**src/rtl/can_crc_pkg.sv**
```systemverilog
// Shared types and constants for the CAN CRC-15 sequencer.
package can_crc_pkg;
   localparam int                 CRC15_W    = 15;
   localparam logic [CRC15_W-1:0] CRC15_POLY = 15'h4599;
   localparam int                 CRC_WORD_W = 32;

   typedef enum logic [2:0] {
      IDLE,
      COLLECT,
      WORD,
      FLUSH,
      DONE
   } state_e;
endpackage

```
**src/rtl/crc15_step.sv**
```systemverilog
// Combinational CRC-15 advance over N data bits; data[N-1] is the oldest bit.
module crc15_step
   import can_crc_pkg::*;
#(
   parameter int N = 32
) (
   input  logic [CRC15_W-1:0] crc,
   input  logic [N-1:0]       data,
   output logic [CRC15_W-1:0] crc_next
);
   logic [CRC15_W-1:0] c;
   logic               fb;

   always_comb begin
      c  = crc;
      fb = 1'b0;
      for (int i = N - 1; i >= 0; i--) begin
         fb = data[i] ^ c[CRC15_W-1];
         c  = {c[CRC15_W-2:0], 1'b0} ^ (fb ? CRC15_POLY : '0);
      end
      crc_next = c;
   end
endmodule

```
**src/rtl/can_crc_seq.sv**
```systemverilog
// CAN CRC-15 sequencer: packs frame bits into words for a parallel update, serially flushes the tail.
// Optional destuffing is enabled by defining CAN_CRC_SEQ_DESTUFF_EN.
//
// state   | meaning
// IDLE    | waiting for start, not accepting bits
// COLLECT | accepting bits into the pack register
// WORD    | one-cycle parallel update of a full pack word
// FLUSH   | serial update of the partial tail, oldest bit first
// DONE    | crc_out final, crc_valid pulse
module can_crc_seq
   import can_crc_pkg::*;
#(
   parameter int                 WORD_W   = CRC_WORD_W,
   parameter logic [CRC15_W-1:0] CRC_INIT = 15'h0000
) (
   input  logic               clk,
   input  logic               rst,
   input  logic               start,
   input  logic               bit_valid,
   input  logic               bit_in,
   input  logic               bit_last,
   output logic               bit_ready,
   output logic               busy,
   output logic               crc_valid,
   output logic [CRC15_W-1:0] crc_out,
   output logic               stuff_err
);
   localparam int FILL_W = $clog2(WORD_W + 1);

   state_e             state_q, state_d;
   logic [CRC15_W-1:0] crc_q, crc_d;
   logic [WORD_W-1:0]  pack_q, pack_d;
   logic [FILL_W-1:0]  fill_q, fill_d;
   logic               last_q, last_d;
   logic               stuff_bit;
   logic               flush_bit;
   logic [CRC15_W-1:0] crc_word, crc_bit;

   crc15_step #(.N(WORD_W)) u_step_word (
      .crc      (crc_q),
      .data     (pack_q),
      .crc_next (crc_word)
   );

   crc15_step #(.N(1)) u_step_bit (
      .crc      (crc_q),
      .data     (flush_bit),
      .crc_next (crc_bit)
   );

   // Oldest unflushed bit sits at pack[fill-1].
   always_comb begin
      flush_bit = 1'b0;
      for (int i = 0; i < WORD_W; i++) begin
         if (fill_q == FILL_W'(i + 1)) flush_bit = pack_q[i];
      end
   end

`ifdef CAN_CRC_SEQ_DESTUFF_EN
   logic [2:0] run_cnt_q, run_cnt_d;
   logic       run_val_q, run_val_d;
   logic       stuff_err_q, stuff_err_d;

   assign stuff_bit = (run_cnt_q == 3'd5);
   assign stuff_err = stuff_err_q;

   always_comb begin
      run_cnt_d   = run_cnt_q;
      run_val_d   = run_val_q;
      stuff_err_d = 1'b0;
      if (start) begin
         run_cnt_d = '0;
         run_val_d = 1'b0;
      end else if (state_q == COLLECT && bit_valid) begin
         if (stuff_bit) begin
            run_cnt_d   = 3'd1;
            run_val_d   = bit_in;
            stuff_err_d = (bit_in == run_val_q);
         end else if (run_cnt_q == 3'd0 || bit_in != run_val_q) begin
            run_cnt_d = 3'd1;
            run_val_d = bit_in;
         end else begin
            run_cnt_d = run_cnt_q + 3'd1;
         end
      end
   end

   always_ff @(posedge clk) begin
      if (rst) begin
         run_cnt_q   <= '0;
         run_val_q   <= 1'b0;
         stuff_err_q <= 1'b0;
      end else begin
         run_cnt_q   <= run_cnt_d;
         run_val_q   <= run_val_d;
         stuff_err_q <= stuff_err_d;
      end
   end
`else
   assign stuff_bit = 1'b0;
   assign stuff_err = 1'b0;
`endif

   always_comb begin
      state_d   = state_q;
      crc_d     = crc_q;
      pack_d    = pack_q;
      fill_d    = fill_q;
      last_d    = last_q;
      bit_ready = 1'b0;
      crc_valid = 1'b0;

      case (state_q)
         IDLE: ;
         COLLECT: begin
            bit_ready = 1'b1;
            if (bit_valid) begin
               if (!stuff_bit) begin
                  pack_d = {pack_q[WORD_W-2:0], bit_in};
                  fill_d = fill_q + FILL_W'(1);
               end
               if (fill_d == FILL_W'(WORD_W)) begin
                  state_d = WORD;
                  last_d  = bit_last;
               end else if (bit_last) begin
                  // a trailing stuff bit on an empty pack has nothing left to flush
                  state_d = (fill_d == '0) ? DONE : FLUSH;
               end
            end
         end
         WORD: begin
            crc_d   = crc_word;
            fill_d  = '0;
            state_d = last_q ? DONE : COLLECT;
         end
         FLUSH: begin
            crc_d  = crc_bit;
            fill_d = fill_q - FILL_W'(1);
            if (fill_d == '0) state_d = DONE;
         end
         DONE: begin
            crc_valid = 1'b1;
            state_d   = IDLE;
         end
         default: state_d = IDLE;
      endcase

      if (start) begin
         state_d = COLLECT;
         crc_d   = CRC_INIT;
         fill_d  = '0;
         last_d  = 1'b0;
      end
   end

   always_ff @(posedge clk) begin
      if (rst) begin
         state_q <= IDLE;
         crc_q   <= '0;
         pack_q  <= '0;
         fill_q  <= '0;
         last_q  <= 1'b0;
      end else begin
         state_q <= state_d;
         crc_q   <= crc_d;
         pack_q  <= pack_d;
         fill_q  <= fill_d;
         last_q  <= last_d;
      end
   end

   assign busy    = (state_q != IDLE);
   assign crc_out = crc_q;
endmodule

```
**config.mk**
```make
export PLATFORM = sky130hd
export DESIGN_NAME = can_crc_seq
export DESIGN_NICKNAME = d
export VERILOG_FILES = /design/src/rtl/can_crc_pkg.sv /design/src/rtl/crc15_step.sv /design/src/rtl/can_crc_seq.sv
export SDC_FILE = /design/constraint.sdc
export NUM_CORES = 1
export LEC_CHECK = 0
export BUFFER_PORTS_ARGS = -buffer_cell sky130_fd_sc_hd__buf_4
export CORE_MARGIN = 2
export CORE_UTILIZATION = 30
export DETAILED_ROUTE_END_ITERATION = 8
export HOLD_SLACK_MARGIN = 0.1
export SLEW_MARGIN = 20
export SYNTH_ARGS = -nofsm -noshare
export SYNTH_HDL_FRONTEND = slang
export SYNTH_HIERARCHICAL = 1
export SYNTH_SLANG_ARGS = --single-unit
export TNS_END_PERCENT = 1
```
**constraint.sdc**
```tcl
create_clock -name clk -period 4 [get_ports clk]
set_input_delay 0.2 -clock clk [delete_from_list [all_inputs] [get_ports clk]]
set_output_delay 0.2 -clock clk [all_outputs]
set_load 0.02 [all_outputs]
```
After elaboration in Yosys (flattened, before gate mapping)

Index checks and enable logic that the tools add are counted.

Eq/ne operators: 44
Add/sub/neg operators: 2
Mux-type cells: 80
Reduce and logical (&&, ||, !) cells: 12
Bitwise gates (word level): 67

Operator list:

| kind                                                                | count |
|---|---|
| 15-bit 2-to-1 mux                                                   | 33 |
| 15-bit bitwise XOR                                                  | 33 |
| 6-bit by 5-bit == test with 1-bit output (second input constant)    | 16 |
| 6-bit by 4-bit == test with 1-bit output (second input constant)    | 8 |
| 1-bit 2-to-1 mux                                                    | 35 |
| 1-bit bitwise XOR                                                   | 33 |
| 15-bit one-hot mux with 2 select lines                              | 1 |
| 6-bit by 3-bit == test with 1-bit output (second input constant)    | 4 |
| 3-bit 2-to-1 mux                                                    | 6 |
| 6-bit 2-to-1 mux                                                    | 3 |
| 6-bit one-hot mux with 3 select lines                               | 1 |
| 6-bit by 2-bit == test with 1-bit output (second input constant)    | 2 |
| 6-bit == test (second input constant)                               | 2 |
| 6-bit zero test                                                     | 2 |
| 3-bit one-hot mux with 4 select lines                               | 1 |
| 3-bit != test (second input constant)                               | 3 |
| 4-bit AND reduction                                                 | 2 |
| 6-bit by 1-bit adder with 6-bit output (second input constant)      | 1 |
| 3-bit by 2-bit == test with 1-bit output (second input constant)    | 2 |
| 6-bit by 1-bit == test with 1-bit output (second input constant)    | 1 |
| 2-bit != test (second input constant)                               | 3 |
| 3-bit nonzero test                                                  | 2 |
| 6-bit by 1-bit subtractor with 6-bit output (second input constant) | 1 |
| 4-bit != test (second input constant)                               | 1 |
| other kinds (8)                                                     | 9 |

Bits of input ports: 6
Output and inout port bits: 19
Word-level logic and storage cells: 211
Bits in registers: 57

Depth between registers and ports, before layout

Gate-level depths: netlist of the first run.

Word-level depth: 97
Gate-level depth with buffers: 15
Gate-level depth less buffers: 11

Cells and area by module

Netlist of the first run, hierarchy kept.

By module, submodules not included:

| module                   | cells an instance | sequential area each (sq um) | instances | area an instance (sq um) |
|---|---|---|---|---|
| can_crc_seq              | 423               | 1,141.1                      | 1         | 3,224.3 |
| crc15_step (u_step_word) | 166               | 0.0                          | 1         | 2,258.4 |
| crc15_step (u_step_bit)  | 18                | 0.0                          | 1         | 237.7 |

Worst setup path before layout of the first run

No wires, ideal clock.

Path type: register -> register
From: register crc_q[14] (netlist: crc_out[14])
To: register crc_q[0] (netlist: crc_out[0])
Data required time: 3.862 ns
Period minus slack after synthesis: 4.340 ns
Cell stages (with the launch flop): 13
Path buffers: 1
Arrival time: 4.202 ns
Slack: -0.340 ns
Setup time: 0.138 ns
Cells stage by stage: dfxtp_1 -> xor2_4 -> xnor3_1 -> xnor3_2 -> xnor3_2 -> xnor3_2 -> xor3_2 -> xnor2_2 -> xor2_2 -> xnor3_1 -> buf_4 -> mux2i_1 -> a211oi_1

Longest elaborated chain between the ends: 97
Elaborated cells on any way between the ends: 100
Classes of those cells: mux (34); bitwise (66)

Ends and longest elaborated chain:

| item                                     | RTL line           | RTL |
|---|---|---|
| start: declaration                       | can_crc_seq.sv:31  | `logic [CRC15_W-1:0] crc_q, crc_d;` |
| start signal: assignment                 | can_crc_seq.sv:165 | `crc_q <= crc_d;` |
| 1-bit bitwise XOR *                      | crc15_step.sv:18   | `fb = data[i] ^ c[CRC15_W-1];` |
| 15-bit 2-to-1 mux *                      | crc15_step.sv:19   | `c = {c[CRC15_W-2:0], 1'b0} ^ (fb ? CRC15_POLY : '0);` |
| 15-bit bitwise XOR *                     | crc15_step.sv:19   |  |
| 1-bit bitwise XOR                        | crc15_step.sv:18   |  |
| 15-bit 2-to-1 mux                        | crc15_step.sv:19   |  |
| 15-bit bitwise XOR *                     | crc15_step.sv:19   |  |
| 1-bit bitwise XOR                        | crc15_step.sv:18   |  |
| 15-bit 2-to-1 mux                        | crc15_step.sv:19   |  |
| [... 83 more ...]                        | --                 |  |
| 15-bit 2-to-1 mux                        | crc15_step.sv:19   |  |
| 15-bit bitwise XOR *                     | crc15_step.sv:19   |  |
| 1-bit bitwise XOR *                      | crc15_step.sv:18   |  |
| named net u_step_word.fb                 | crc15_step.sv:12   | `logic fb;` |
| 15-bit 2-to-1 mux *                      | crc15_step.sv:19   |  |
| 15-bit bitwise XOR *                     | crc15_step.sv:19   |  |
| named net crc_word[0]                    | can_crc_seq.sv:37  | `logic [CRC15_W-1:0] crc_word, crc_bit;` |
| 15-bit one-hot mux with 2 select lines * | can_crc_seq.sv:113 | `case (state_q)` |

The timed path passes the listed nets; every way through them passes the cells marked *.
A chain may end at the register's enable or synchronous reset.

Final worst setup path of the first run

From: register pack_q[26]
To: register crc_q[7] (netlist: crc_out[7])

Longest elaborated chain between the ends: 82
Elaborated cells on any way between the ends: 91
Classes of those cells: mux (35); bitwise (56)

Ends and longest elaborated chain:

| item                                     | RTL line           | RTL |
|---|---|---|
| start: declaration                       | can_crc_seq.sv:32  | `logic [WORD_W-1:0] pack_q, pack_d;` |
| start signal: assignment                 | can_crc_seq.sv:166 | `pack_q <= pack_d;` |
| 1-bit bitwise XOR *                      | crc15_step.sv:18   |  |
| 15-bit 2-to-1 mux *                      | crc15_step.sv:19   |  |
| 15-bit bitwise XOR *                     | crc15_step.sv:19   |  |
| 1-bit bitwise XOR                        | crc15_step.sv:18   |  |
| 15-bit 2-to-1 mux                        | crc15_step.sv:19   |  |
| 15-bit bitwise XOR *                     | crc15_step.sv:19   |  |
| 1-bit bitwise XOR                        | crc15_step.sv:18   |  |
| 15-bit 2-to-1 mux                        | crc15_step.sv:19   |  |
| [... 67 more ...]                        | --                 |  |
| 1-bit bitwise XOR                        | crc15_step.sv:18   |  |
| 15-bit 2-to-1 mux                        | crc15_step.sv:19   |  |
| 15-bit bitwise XOR *                     | crc15_step.sv:19   |  |
| 1-bit bitwise XOR                        | crc15_step.sv:18   |  |
| 15-bit 2-to-1 mux                        | crc15_step.sv:19   |  |
| 15-bit bitwise XOR *                     | crc15_step.sv:19   |  |
| named net crc_word[7]                    | can_crc_seq.sv:37  |  |
| 15-bit one-hot mux with 2 select lines * | can_crc_seq.sv:113 |  |

Marked as above.

==> impl_metrics.py, run 1 <==
metrics = {
    "run_status": {
        "run_status": "completed",
    },
    "placement": {
        "gp_congestion": 0.858,
        "placed_cell_area_mm2": 0.00659,
        "portBuffers": 23,
        "place_hpwl_um": 11500,
    },
    "setup_path": {
        "critPathMaxStageDelay_ps": 490,
        "cp.buffers_inverters": 2,
        "path_class": "reg -> reg",
        "path_max_fanout": 4,
        "required_ps": 4190,
        "critical-path-slowest-cell": "xnor3_2",
        "cp_cell_sequence": "buf_4 > xnor2_4 > buf_4 > xnor2_2 > xnor2_2 > xnor3_2 > xnor2_4 > xnor3_2 > xnor3_2 > xnor2_4 > xnor3_1 > mux2i_1 > a211oi_2",
        "crit_path_end_kind": "flip-flop",
        "cpLargestDelayFamily": "XOR/XNOR gates",
        "arrival_ps": 4180,
        "worst_setup_path_start_kind": "flip-flop",
    },
    "clock_network": {
        "insertion_delay_ps": 340,
        "tritoncts": "built",
        "path_clk_slew_ps": 60,
        "cts_buffer_depth": 2,
        "cts.sinks": 57,
        "htreeDepth": 3,
        "postCtsHoldBufs": 0,
        "cts_buffers": 9,
        "cts-root-buf": "clkbuf_16",
    },
    "die": {
        "die-area_mm2": 0.0202,
        "rows": 50,
        "die_y_um": 142,
        "initial_core_util": 0.306,
        "coreArea_mm2": 0.0187,
        "ios": 25,
        "die_w_um": 142,
    },
    "synthesis": {
        "async_flop_share": 0,
        "synth_nets": 620,
        "synth_warnings": 6,
        "ys_seq_area_frac": 0.199,
        "synth-main-ff-cell": "dfxtp_1",
        "synth_area_mm2": 0.00572,
        "synth-edff-count": 0,
        "syn_area_per_cell_um2": 9.42,
        "synth.distinct_cells": 72,
        "synth_seq_cells": 57,
        "synthCells": 607,
    },
    "power_and_ir_drop": {
        "cellLeakagePower_nw": 2.99,
        "power_density_mw_per_mm2": 779,
        "ir_drop_mv": 0.661,
    },
    "cells_and_area": {
        "diodes": 0,
        "final_net_count": 694,
        "final_util": 0.385,
        "fillers": 1808,
        "area_growth_pct": 25.8,
        "fin_area_mm2": 0.00720,
        "post_route_cells_drive_above_1_share": 0.294,
    },
    "timing": {
        "slew_headroom": 0.330,
        "slew_viol_final": 0,
        "final_hold_viol_count": 0,
        "timing.hold.ws_ps": 124,
        "grt_setup_unrepaired": "true",
        "period_share": 0.998,
        "finClkSkew_ps": 9.61,
        "setup_viol": 0,
        "tns_ps": 0,
        "finalCriticalPeriod_ps": 3990,
        "fmax_mhz": 250,
        "worstMarginPinSlew_ps": 980,
    },
    "global_route": {
        "grt_pass1_wl_um": 24200,
        "grt_pass1_vias": 4302,
        "grt_max_degree": 38,
        "grt_usage": 0.154,
        "antenna_found_initial": 0,
        "grt_overflow": 0,
    },
    "detailed_routing": {
        "firstDrtPassIters": 7,
        "drt_iter0_drc": 301,
        "via_per_inst": 4.89,
        "drt_wl_total_um": 15300,
        "postRouteAntennaNets": 0,
        "vias": 4501,
        "wl_per_cell_um": 16.7,
        "route.detailed.drc": 0,
    },
    "job": {
        "max-cap-violations": 0,
    },
    "worst_hold_path": {
        "min_path_type": "in -> reg",
    },
}
==> registers in the layout, summed over array words and instances (netlist names) <==
| signal | flops |
|---|---|
| fill_q | 6 |
| last_q | 1 |
| pack_q | 32 |
| crc_out | 15 |
| state_q | 3 |
==> timing repair <==
item,CTS,global route
setup buffers,2,8
endpoints found under the setup margin,6,10
resized for setup,12,17
pin swaps,7,6
==> kinds of logic (layout without fill, tap and decap cells) <==
kind of cell             Yosys count  after routing  share of synthesized area
flip-flops                        57             57                      0.199
other                              1              1                   0.000656
multiplexers                      15             15                     0.0262
buffers and inverters             66            145                     0.0575
AND/OR/NAND/NOR                  161            161                      0.130
XOR/XNOR                         173            173                      0.422
adder cells (fa/ha/maj)            7              7                     0.0153
AO/OA/AOI/OAI                    127            127                      0.148
==> report_power, final <==
part / total [mW] / switching (mW) / leakage (nW) / internal (mW)
registers: 0.585 / 0.00971 / 0.464 / 0.575
clock network: 0.855 / 0.294 / 0.159 / 0.561
logic: 4.16 / 1.67 / 2.37 / 2.49
==> tightest hold or removal path, cell delays in order <==
cell     delay [ps]
buf_4           110
nand2_1          50
a21oi_1          50
==> Yosys cell counts (all sizes together) (4+ instances only) <==
cell | number | area, µm²
a211o | 5 | 43.8
xnor2 | 96 | 1010
dfxtp | 57 | 1140
or3 | 4 | 25.0
a21oi | 49 | 245
xor2 | 30 | 312
nor2 | 31 | 119
buf | 38 | 224
a32oi | 4 | 35.0
a211oi | 17 | 128
nand2 | 80 | 300
nand3 | 5 | 25.0
nor3 | 6 | 30.0
xnor3 | 34 | 778
inv | 15 | 56.3
xor3 | 13 | 313
ha | 7 | 87.6
o21ai | 13 | 65.1
nor3b | 4 | 30.0
nor2b | 8 | 50.1
clkbuf | 13 | 48.8
a31oi | 5 | 31.3
or2 | 5 | 33.8
mux2i | 15 | 150
==> layout make-up <==
| class | instances | area, µm² | share of cell area |
|---|---|---|---|
| multi-input combinational | 484 | 4490 | 0.624 |
| sequential | 57 | 1150 | 0.160 |
| timing repair buffer | 114 | 881 | 0.122 |
| tap | 234 | 293 | 0.0407 |
| clock buffer | 11 | 243 | 0.0337 |
| clock inverter | 5 | 78.8 | 0.0110 |
| inverter | 15 | 56.3 | 0.00782 |
==> through the flow <==
step           instances  power [mW]  setup slack [ps]
2_1_floorplan        607        3.86              29.8
5_1_grt              920        5.90              -170
3_5_place_dp         894        4.50              -165
4_1_cts              912        5.54             -12.6
6_report             920        5.60              7.72
3_3_place_gp         894        4.51              -137
==> cell usage in the layout (no fill, tap or decap), drive strengths merged, types with 4 or more instances in the layout <==
cell type  netlist  routed
dfxtp           57      57
a211o            5       5
o21ai           13      13
xor2            30      30
mux2i           15      15
a21oi           49      49
nand3            5       5
ha               7       7
nor3             6       6
a32oi            4       4
a211oi          17      17
xnor2           96      96
or2              5       5
xnor3           34      34
xor3            13      13
nor3b            4       4
nor2            31      31
or3              4       4
a31oi            5       5
buf             38     114
nor2b            8       8
clkbuf          13      11
nand2           80      80
inv             15      15
==> path summary, 6_finish.rpt <==
kind,start,endpoint,slack [ps],cells past startpoint
setup / recovery,pack_q[26],crc_out[7],8,13
hold / removal,bit_in,pack_q[0],120,3
setup reg to reg,pack_q[26],crc_out[7],8,13
hold reg to reg,pack_q[17],pack_q[17],510,2
==> per-layer routing <==
layer,share of wire,vias up,track usage
met5,0,-,0
met3,0.040,11,0.0273
li1,-,2224,-
met4,0.010,0,0.0342
met2,0.48,93,0.252
met1,0.47,2173,0.213
Power figures use the tool's default switching activity.
==> inputs of run 2 (changes only) <==
--- a/config.mk
+++ b/config.mk
@@ -10,6 +10,7 @@
 export CORE_UTILIZATION = 30
 export DETAILED_ROUTE_END_ITERATION = 8
 export HOLD_SLACK_MARGIN = 0.1
+export SETUP_SLACK_MARGIN = 0.3
 export SLEW_MARGIN = 20
 export SYNTH_ARGS = -nofsm -noshare
 export SYNTH_HDL_FRONTEND = slang
==> impl_metrics.py, run 2 (synthesis gave the netlist of run 1 again) <==
metrics = {
    "timing": {
        "tns_ps": 0,
        "finClkSkew_ps": 9.85,
        "fmax_mhz": 262,
        "slew_headroom": 0.425,
        "final_hold_viol_count": 0,
        "grt_setup_unrepaired": "true",
        "slew_viol_final": 0,
        "finalCriticalPeriod_ps": 3810,
        "period_share": 0.952,
        "setup_viol": 0,
        "worstMarginPinSlew_ps": 840,
        "setup_ws_ps": 190,
    },
    "clock_network": {
        "cts-root-buf": "clkbuf_16",
        "cts.sinks": 57,
        "cts_buffers": 9,
        "tritoncts": "built",
        "path_clk_slew_ps": 50,
        "cts_buffer_depth": 2,
        "htreeDepth": 3,
        "insertion_delay_ps": 340,
    },
    "placement": {
        "placed_cell_area_mm2": 0.00657,
        "dp_slack_ps": 49.7,
        "portBuffers": 23,
        "gp_congestion": 0.835,
        "place_hpwl_um": 11200,
    },
    "die": {
        "coreArea_mm2": 0.0187,
        "rows": 50,
        "die-area_mm2": 0.0202,
        "die_w_um": 142,
        "die_y_um": 142,
        "initial_core_util": 0.306,
        "ios": 25,
    },
    "setup_path": {
        "path_class": "reg -> reg",
        "required_ps": 4200,
        "arrival_ps": 4010,
        "path_max_fanout": 5,
        "worst_setup_path_start_kind": "flip-flop",
        "crit_path_end_kind": "flip-flop",
    },
    "cells_and_area": {
        "top_register": "pack_q",
        "fin_area_mm2": 0.00717,
        "area_growth_pct": 25.3,
        "fillers": 1842,
        "final_util": 0.383,
        "final_common_cell": "buf_4",
        "post_route_cells_drive_above_1_share": 0.296,
        "diodes": 0,
        "mostFrequentLayoutCells": "buf_4 (98), nand2_1 (80), xnor2_1 (66)",
        "largest_register_ff_count": 32,
        "final_net_count": 678,
    },
    "power_and_ir_drop": {
        "cellLeakagePower_nw": 2.92,
        "design_power_total_mw": 5.60,
        "power_density_mw_per_mm2": 781,
        "ir_drop_mv": 1.06,
    },
    "global_route": {
        "grtUsageMet2": 0.249,
        "grt_usage": 0.155,
        "top_usage_layer": "met2",
        "grt_overflow": 0,
        "antenna_found_initial": 0,
        "gr-usage-met1": 0.219,
        "met3_usage": 0.0199,
        "grt_max_degree": 38,
        "grt_pass1_wl_um": 24100,
        "grt_pass1_vias": 4308,
    },
    "job": {
        "max-cap-violations": 0,
    },
    "detailed_routing": {
        "drt_wl_total_um": 15200,
        "vias": 4460,
        "drt_iter0_drc": 296,
        "via_per_inst": 4.93,
        "postRouteAntennaNets": 0,
        "firstDrtPassIters": 5,
        "wl_per_cell_um": 16.8,
        "route.detailed.drc": 0,
    },
    "run_status": {
        "run_status": "completed",
    },
    "worst_hold_path": {
        "min_path_type": "in -> reg",
    },
}
==> run 2: cell count changes in the layout (fill, tap and decap cells not counted), moves of 2 or more <==
cell | before | now
buf_4 | 112 | 98
dfxtp_1 | 49 | 39
xnor2_4 | 11 | 17
dfxtp_2 | 8 | 13
dfxtp_4 | 0 | 5
xnor2_2 | 18 | 13
buf_12 | 2 | 0
clkbuf_8 | 1 | 3
==> run 2: power by group <==
group	internal, mW	switching, mW	total (mW)
Sequential	0.572	0.0116	0.584
Clock	0.571	0.284	0.855
Combinational	2.47	1.69	4.16
==> run 2: critical path: stages, from the launching register on <==
cell,delay [ps]
dfxtp_4,390
xnor2_4,240
xnor3_2,570
xnor2_4,210
xnor2_1,360
xnor2_1,150
xnor2_1,310
xnor3_2,440
xnor3_1,430
xnor3_1,340
mux2i_1,140
a211oi_1,90
==> run 2: layer usage <==
layer | routed length [µm] | up-vias
li1 | - | 2196
met1 | 7450 | 2185
met2 | 7160 | 69
met3 | 449 | 10
met4 | 165 | 0
met5 | 0 | -
==> run 2: final timing paths <==
check / start / end / slack, ps / cells after the start
max reg2reg: crc_out[8] / crc_out[14] / 190 / 11
min: bit_in / pack_q[0] / 120 / 3
min reg2reg: pack_q[16] / pack_q[17] / 500 / 2
max: crc_out[8] / crc_out[14] / 190 / 11
==> run 2: area by class of cell <==
class	count	area, µm²	area share
Multi-Input combinational cell	484	4570	0.638
Sequential cell	57	1180	0.164
Clock buffer	13	292	0.0407
Inverter	15	56.3	0.00785
Clock inverter	3	43.8	0.00611
Timing Repair Buffer	98	736	0.103
Tap cell	234	293	0.0408
==> run 2: what timing repair did <==
action,4_1_cts,5_1_grt
gates resized for setup,12,5
buffers inserted,14,7
hold buffers,0,0
setup endpoints to repair,10,11
gates cloned,0,0
pin swaps,19,7
==> run 2: stage by stage <==
step | instances | hold slack, ps
6_report | 904 | 118
4_1_cts | 897 | 118
5_1_grt | 904 | 156
3_5_place_dp | 867 | 470
2_1_floorplan | 607 | 336
3_3_place_gp | 867 | 473
